### src/rtl/arith_pkg.sv
// rtl/arith_pkg.sv - shared widths and state type for the multiply/divide datapaths
package arith_pkg;

   localparam int ARITH_DW_N   = 24;
   localparam int ARITH_DW_D   = 12;
   localparam int ARITH_CNT_W  = 5;
   localparam int ARITH_PROD_W = 2 * ARITH_DW_D;

   typedef enum logic [1:0] {
      IDLE = 2'd0,
      RUN  = 2'd1,
      FIN  = 2'd2
   } arith_state_e;

endpackage

### src/rtl/div24x12_if.sv
// rtl/div24x12_if.sv - operand/result/handshake bundle for the 24/12 divider
interface div24x12_if #(
   parameter int DW_N = 24,
   parameter int DW_D = 12
);
   logic [DW_N-1:0] dividend;
   logic [DW_D-1:0] divisor;
   logic            start;
   logic [DW_N-1:0] quotient;
   logic [DW_D-1:0] remainder;
   logic            busy;
   logic            done;
   logic            div_by_zero;

   modport master (
      output dividend, divisor, start,
      input  quotient, remainder, busy, done, div_by_zero
   );

   modport slave (
      input  dividend, divisor, start,
      output quotient, remainder, busy, done, div_by_zero
   );
endinterface

### src/rtl/div24x12_step.sv
// rtl/div24x12_step.sv - one restoring subtract-compare iteration
module div_step #(
   parameter int DW_D = 12
) (
   input  logic [DW_D:0]   rem_i,
   input  logic            bit_i,
   input  logic [DW_D-1:0] divisor_i,
   output logic [DW_D:0]   rem_o,
   output logic            qbit_o
);
   logic [DW_D+1:0] trial;

   always_comb begin
      trial  = {rem_i, bit_i};
      qbit_o = (trial >= {2'b00, divisor_i});
      rem_o  = qbit_o ? (trial[DW_D:0] - {1'b0, divisor_i}) : trial[DW_D:0];
   end
endmodule

### src/rtl/div24x12.sv
// rtl/div24x12.sv - unsigned 24/12 restoring divider, one quotient bit per cycle
module div24x12
   import arith_pkg::*;
#(
   parameter int DW_N = ARITH_DW_N,
   parameter int DW_D = ARITH_DW_D
) (
   input  logic      clk,
   input  logic      reset,
   div24x12_if.slave bus
);
   localparam logic [ARITH_CNT_W-1:0] LAST_ITER = ARITH_CNT_W'(DW_N - 1);

   arith_state_e           state_q, state_d;
   logic [ARITH_CNT_W-1:0] cnt_q, cnt_d;
   logic [DW_N-1:0]        dvd_q, dvd_d;
   logic [DW_D-1:0]        dsr_q, dsr_d;
   logic [DW_D:0]          rem_q, rem_d;
   logic [DW_N-1:0]        quotient_q, quotient_d;
   logic [DW_D-1:0]        remainder_q, remainder_d;
   logic                   dbz_q, dbz_d;
   logic                   busy_q, busy_d;
   logic                   done_q, done_d;

   logic [DW_D:0]          step_rem;
   logic                   step_qbit;

   div_step #(.DW_D(DW_D)) u_step (
      .rem_i     (rem_q),
      .bit_i     (dvd_q[DW_N-1]),
      .divisor_i (dsr_q),
      .rem_o     (step_rem),
      .qbit_o    (step_qbit)
   );

   // dvd_q shifts dividend bits out of the top while quotient bits enter at the bottom
   always_comb begin
      state_d     = state_q;
      cnt_d       = cnt_q;
      dvd_d       = dvd_q;
      dsr_d       = dsr_q;
      rem_d       = rem_q;
      quotient_d  = quotient_q;
      remainder_d = remainder_q;
      dbz_d       = dbz_q;

      case (state_q)
         IDLE: begin
            if (bus.start) begin
               dvd_d = bus.dividend;
               dsr_d = bus.divisor;
               rem_d = '0;
               cnt_d = '0;
               if (bus.divisor == '0) begin
                  state_d     = FIN;
                  quotient_d  = '1;
                  remainder_d = '1;
                  dbz_d       = 1'b1;
               end else begin
                  state_d = RUN;
               end
            end
         end
         RUN: begin
            rem_d = step_rem;
            dvd_d = {dvd_q[DW_N-2:0], step_qbit};
            cnt_d = cnt_q + 1'b1;
            if (cnt_q == LAST_ITER) begin
               state_d     = FIN;
               cnt_d       = '0;
               quotient_d  = {dvd_q[DW_N-2:0], step_qbit};
               remainder_d = step_rem[DW_D-1:0];
               dbz_d       = 1'b0;
            end
         end
         FIN:     state_d = IDLE;
         default: state_d = IDLE;
      endcase

      busy_d = (state_d != IDLE);
      done_d = (state_d == FIN);
   end

   always_ff @(posedge clk) begin
      if (reset) begin
         state_q     <= IDLE;
         cnt_q       <= '0;
         dvd_q       <= '0;
         dsr_q       <= '0;
         rem_q       <= '0;
         quotient_q  <= '0;
         remainder_q <= '0;
         dbz_q       <= 1'b0;
         busy_q      <= 1'b0;
         done_q      <= 1'b0;
      end else begin
         state_q     <= state_d;
         cnt_q       <= cnt_d;
         dvd_q       <= dvd_d;
         dsr_q       <= dsr_d;
         rem_q       <= rem_d;
         quotient_q  <= quotient_d;
         remainder_q <= remainder_d;
         dbz_q       <= dbz_d;
         busy_q      <= busy_d;
         done_q      <= done_d;
      end
   end

   assign bus.quotient    = quotient_q;
   assign bus.remainder   = remainder_q;
   assign bus.div_by_zero = dbz_q;
   assign bus.busy        = busy_q;
   assign bus.done        = done_q;
endmodule

### src/flat_wrapper.sv
// flat-port wrapper written by rule: the top's interface ports become plain ports
module div24x12_flat import arith_pkg::*;
#(
   parameter int DW_N = ARITH_DW_N,
   parameter int DW_D = ARITH_DW_D
)
  (clk, reset, bus_dividend, bus_divisor, bus_start, bus_quotient, bus_remainder, bus_busy, bus_done, bus_div_by_zero);
  div24x12_if #(.DW_N(DW_N), .DW_D(DW_D)) bus_i ();
  input  logic clk;
  input  logic reset;
  input wire logic [$bits(bus_i.dividend)-1:0] bus_dividend;
  input wire logic [$bits(bus_i.divisor)-1:0] bus_divisor;
  input wire logic [$bits(bus_i.start)-1:0] bus_start;
  output wire logic [$bits(bus_i.quotient)-1:0] bus_quotient;
  output wire logic [$bits(bus_i.remainder)-1:0] bus_remainder;
  output wire logic [$bits(bus_i.busy)-1:0] bus_busy;
  output wire logic [$bits(bus_i.done)-1:0] bus_done;
  output wire logic [$bits(bus_i.div_by_zero)-1:0] bus_div_by_zero;
  assign bus_i.dividend = bus_dividend;
  assign bus_i.divisor = bus_divisor;
  assign bus_i.start = bus_start;
  assign bus_quotient = bus_i.quotient;
  assign bus_remainder = bus_i.remainder;
  assign bus_busy = bus_i.busy;
  assign bus_done = bus_i.done;
  assign bus_div_by_zero = bus_i.div_by_zero;
  div24x12 #(.DW_N(DW_N), .DW_D(DW_D)) u_core (.clk(clk), .reset(reset), .bus(bus_i));
endmodule
### config.mk
export PLATFORM = sky130hd
export DESIGN_NAME = div24x12_flat
export DESIGN_NICKNAME = d
export VERILOG_FILES = /design/src/rtl/arith_pkg.sv /design/src/rtl/div24x12_if.sv /design/src/rtl/div24x12_step.sv /design/src/rtl/div24x12.sv /design/src/flat_wrapper.sv
export SDC_FILE = /design/constraint.sdc
export NUM_CORES = 1
export LEC_CHECK = 0
export CORE_MARGIN = 3
export CORE_UTILIZATION = 50
export DETAILED_ROUTE_END_ITERATION = 6
export PLACE_DENSITY = 0.89
export RECOVER_POWER = 50
export SETUP_SLACK_MARGIN = 0.4
export SYNTH_ARGS = -nofsm -noshare
export SYNTH_HDL_FRONTEND = slang
export SYNTH_SLANG_ARGS = --single-unit
### constraint.sdc
create_clock -name clk -period 5.5 [get_ports clk]
set_input_delay 1.375 -clock clk [delete_from_list [all_inputs] [get_ports clk]]
set_output_delay 1.375 -clock clk [all_outputs]
set_load 0.01 [all_outputs]
==> run_results.csv <==
group,metric,value,unit
run_status,outcome,"finished with violations",
run_status,violations,"max-capacitance violations, max-slew violations",
synthesis,synth_edf_count,0,
layout,stdcell_count,685,
global_route,gr-total-overflow,0,
detailed_routing,routed_wl,10870,µm
layout,final_cell_mix,"95 x dfxtp_1, 92 x nand2_1, 66 x nor2_1",
placed_design,dp.cells,669,
synthesis,yosysSeqAreaShare,44.11,%
power_and_ir_drop,power_switching,0.9230,mW
layout,nFillCells,689,
placed_design,place_ws,1.920,ns
detailed_routing,drtAntennaViolNets,0,
floorplanning,ios,78,
layout,nets,628,
synthesis,syn_inst,518,
synthesis,synth_async_sr_flop_share,0,%
clock_network,cts-resized-gates,0,
timing,fin_ws,1.431,ns
detailed_routing,viasPerCell,5.904,
setup_path,critPathMaxFanout,62,
setup_path,crit_family,"buffers and inverters",
timing,worst_pin_slew,1.824,ns
detailed_routing,route.met3.wl,619,µm
timing,setup_viol,0,
floorplanning,initial_utilization,51.95,%
setup_path,startpoint_type,"input port",
clock_network,clkSlewWorstSetupHoldPaths,0.09,ns
setup_path,required,5.75,ns
timing,fin_crit_sh,73.98,%
timing,fin_crit,4.069,ns
power_and_ir_drop,powerDensity,433.9,mW/mm²
clock_network,post_cts_buffers,0,
setup_path,cp_num_buf_inv,3,
min_path,min_path_type,"reg -> reg",
setup_path,cp.arrival,4.31,ns
detailed_routing,met2WireLength,5126,µm
power_and_ir_drop,p_total,2.289,mW
layout,antennaDiodeCount,0,
layout,finalInstanceArea,0.005275,mm²
clock_network,cts_tree,"yes",
setup_path,crit_type,"in -> reg",
placed_design,portBuffers,77,
power_and_ir_drop,ir_drop,0.1870,mV
floorplanning,rows,33,
clock_network,clk_latency,0.36,ns
power_and_ir_drop,p_sw_share,40.33,%
timing,fin_tns_setup,0,ns
synthesis,syn_nets,571,
detailed_routing,wl_per_cell,15.87,µm
setup_path,ff2ff_setup_slack,2.47,ns
power_and_ir_drop,p_int,1.366,mW
timing,fmax,245.8,MHz
layout,utilization,63.56,%
synthesis,syn-cell-area,0.004312,mm²
global_route,grt_pass1_vias,3739,
detailed_routing,highest_layer,"met4",
setup_path,cp_slowest_cell,"clkbuf_1",
flow_run,cap_violations,3,
setup_path,critPathMaxStageDelay,1.31,ns
setup_path,crit_path_end_kind,"flop",
clock_network,postCtsHoldBufs,0,
floorplanning,coreArea,0.008299,mm²
floorplanning,dieWidth,98.86,µm
detailed_routing,wl_met1,4938,µm
detailed_routing,num_vias,4044,
global_route,antenna_found_initial,0,
timing,skew,0.009745,ns
placed_design,dp_hpwl,7683,µm
clock_network,cts.htree.levels,3,
timing,maxSlewHeadroom,-21.61,%
clock_network,cts_inserted_buffers,9,
power_and_ir_drop,power.leakage,2.037,nW
floorplanning,die-height,98.86,µm
placed_design,postPlaceCellArea,0.005101,mm²
detailed_routing,dr.first_iter.drc_count,241,
synthesis,synth_ff_type,"dfxtp_1",
detailed_routing,firstDrtPassIters,5,
power_and_ir_drop,power_frac_comb,45.0,%
timing,final_max_slew_viol_count,92,
clock_network,cts_root_buffer,"clkbuf_8",
floorplanning,dieArea,0.009773,mm²
timing,hold_slack,0.4608,ns
power_and_ir_drop,p_seq_share,36.3,%
synthesis,synth_cell_types,58,
layout,area_delta_synth_final,22.34,%
timing,rsz0062_at_grt,"false",
global_route,grt_pass1_wl,17840,µm
layout,layout-drive-gt1-share,5.000,%
power_and_ir_drop,clkPwrFrac,18.7,%
global_route,grt_max_degree,71,
placed_design,place_congestion,0.9229,
global_route,grt_use_total,22.17,%
clock_network,clock_path_buffers,2,
synthesis,synth_warnings,0,
synthesis,syn_avg_cell_area,8.324,µm²
timing,finalHoldViolCount,0,
setup_path,cp_cell_sequence,"dlygate4sd3_1 > nand2_1 > clkbuf_1 > a22oi_2 > buf_4 > or2_2 > o311ai_1 > a21oi_1",
synthesis,synth_seq_cells,95,
clock_network,clkSinkCount,95,
detailed_routing,drc,0,
layout,layout_commonest_cell,"dfxtp_1",
## state kept, by name, indices dropped and copies added, names as in the netlist
signal and flops:
u_core.bus.busy 1, u_core.bus.div_by_zero 1, u_core.bus.done 1, u_core.bus.quotient 24, u_core.bus.remainder 12, u_core.cnt_q 5, u_core.dsr_q 12, u_core.dvd_q 24
u_core.rem_q 13, u_core.state_q 2
## worst min-delay path, stage by stage (launching register included)
cell and delay [ns]:
dfxtp_1 0.32, nand2_1 0.05, a21oi_1 0.05
## cell families after synthesis
logic type                 count (synthesis)  synth area share (%)
AOI/OAI and AO/OA                        146                 24.17
buffers and inverters                     49                 4.469
and+or+nand+nor                          200                 19.99
xor gates and xnor gates                   8                 1.625
DFF                                       95                 44.11
muxes                                      6                 1.393
adders and majority gates                 14                 4.237
## layout make-up
| cell class | count | area, µm² | area share, % |
|---|---|---|---|
| flip-flops and latches | 95 | 1902 | 36.05 |
| repair buffers | 81 | 788.3 | 14.94 |
| inverters | 14 | 52.55 | 0.9962 |
| multi-input cells | 374 | 2220 | 42.08 |
| clock buffers | 10 | 127.6 | 2.419 |
| clock inverters | 6 | 53.80 | 1.020 |
| well taps | 105 | 131.4 | 2.491 |
## power by group through the flow
| stage | Sequential [mW] | Clock (mW) | Combinational, mW |
|---|---|---|---|
| global placement | 0.842 | 0 | 1.00 |
| finish | 0.831 | 0.428 | 1.03 |
| floorplan | 0.839 | 0 | 0.765 |
| global route | 0.840 | 0.463 | 1.14 |
| CTS | 0.831 | 0.434 | 1.02 |
| detailed placement | 0.845 | 0 | 1.02 |
## Yosys cell counts, drive strengths merged (3+ instances only)
cell type / number / share of area (%)
dfxtp: 95 / 44
nand2: 93 / 8.2
nor2: 67 / 6.0
a21oi: 41 / 4.8
a211oi: 28 / 5.0
a311oi: 26 / 5.4
clkbuf: 24 / 2.1
o21ai: 22 / 2.6
inv: 14 / 1.2
ha: 13 / 3.8
buf: 11 / 1.2
nor3: 10 / 1.2
mux2i: 6 / 1.4
xor2: 5 / 1.0
a21o: 4 / 0.70
and2: 4 / 0.58
nand3: 4 / 0.46
and3: 3 / 0.44
nor2b: 3 / 0.44
nor4: 3 / 0.44
xnor2: 3 / 0.61
## metal layers
metal  global-route usage, %  up-vias
met2                   35.69      142
met5                       0        -
met4                   8.088        0
li1                        -     1958
met1                   30.58     1926
met3                   2.689       18
## worst paths after layout
path,from,to,depth (start not counted)
max,bus_start,u_core.bus.remainder[11]$_SDFFE_PP0P_,8
min,u_core.dsr_q[5]$_SDFFE_PP0P_,u_core.dsr_q[5]$_SDFFE_PP0P_,2
max reg2reg,u_core.state_q[1]$_SDFF_PP0_,u_core.bus.remainder[11]$_SDFFE_PP0P_,8
min reg2reg,u_core.dsr_q[5]$_SDFFE_PP0P_,u_core.dsr_q[5]$_SDFFE_PP0P_,2
No activity file was read; power rests on OpenSTA's default activity.
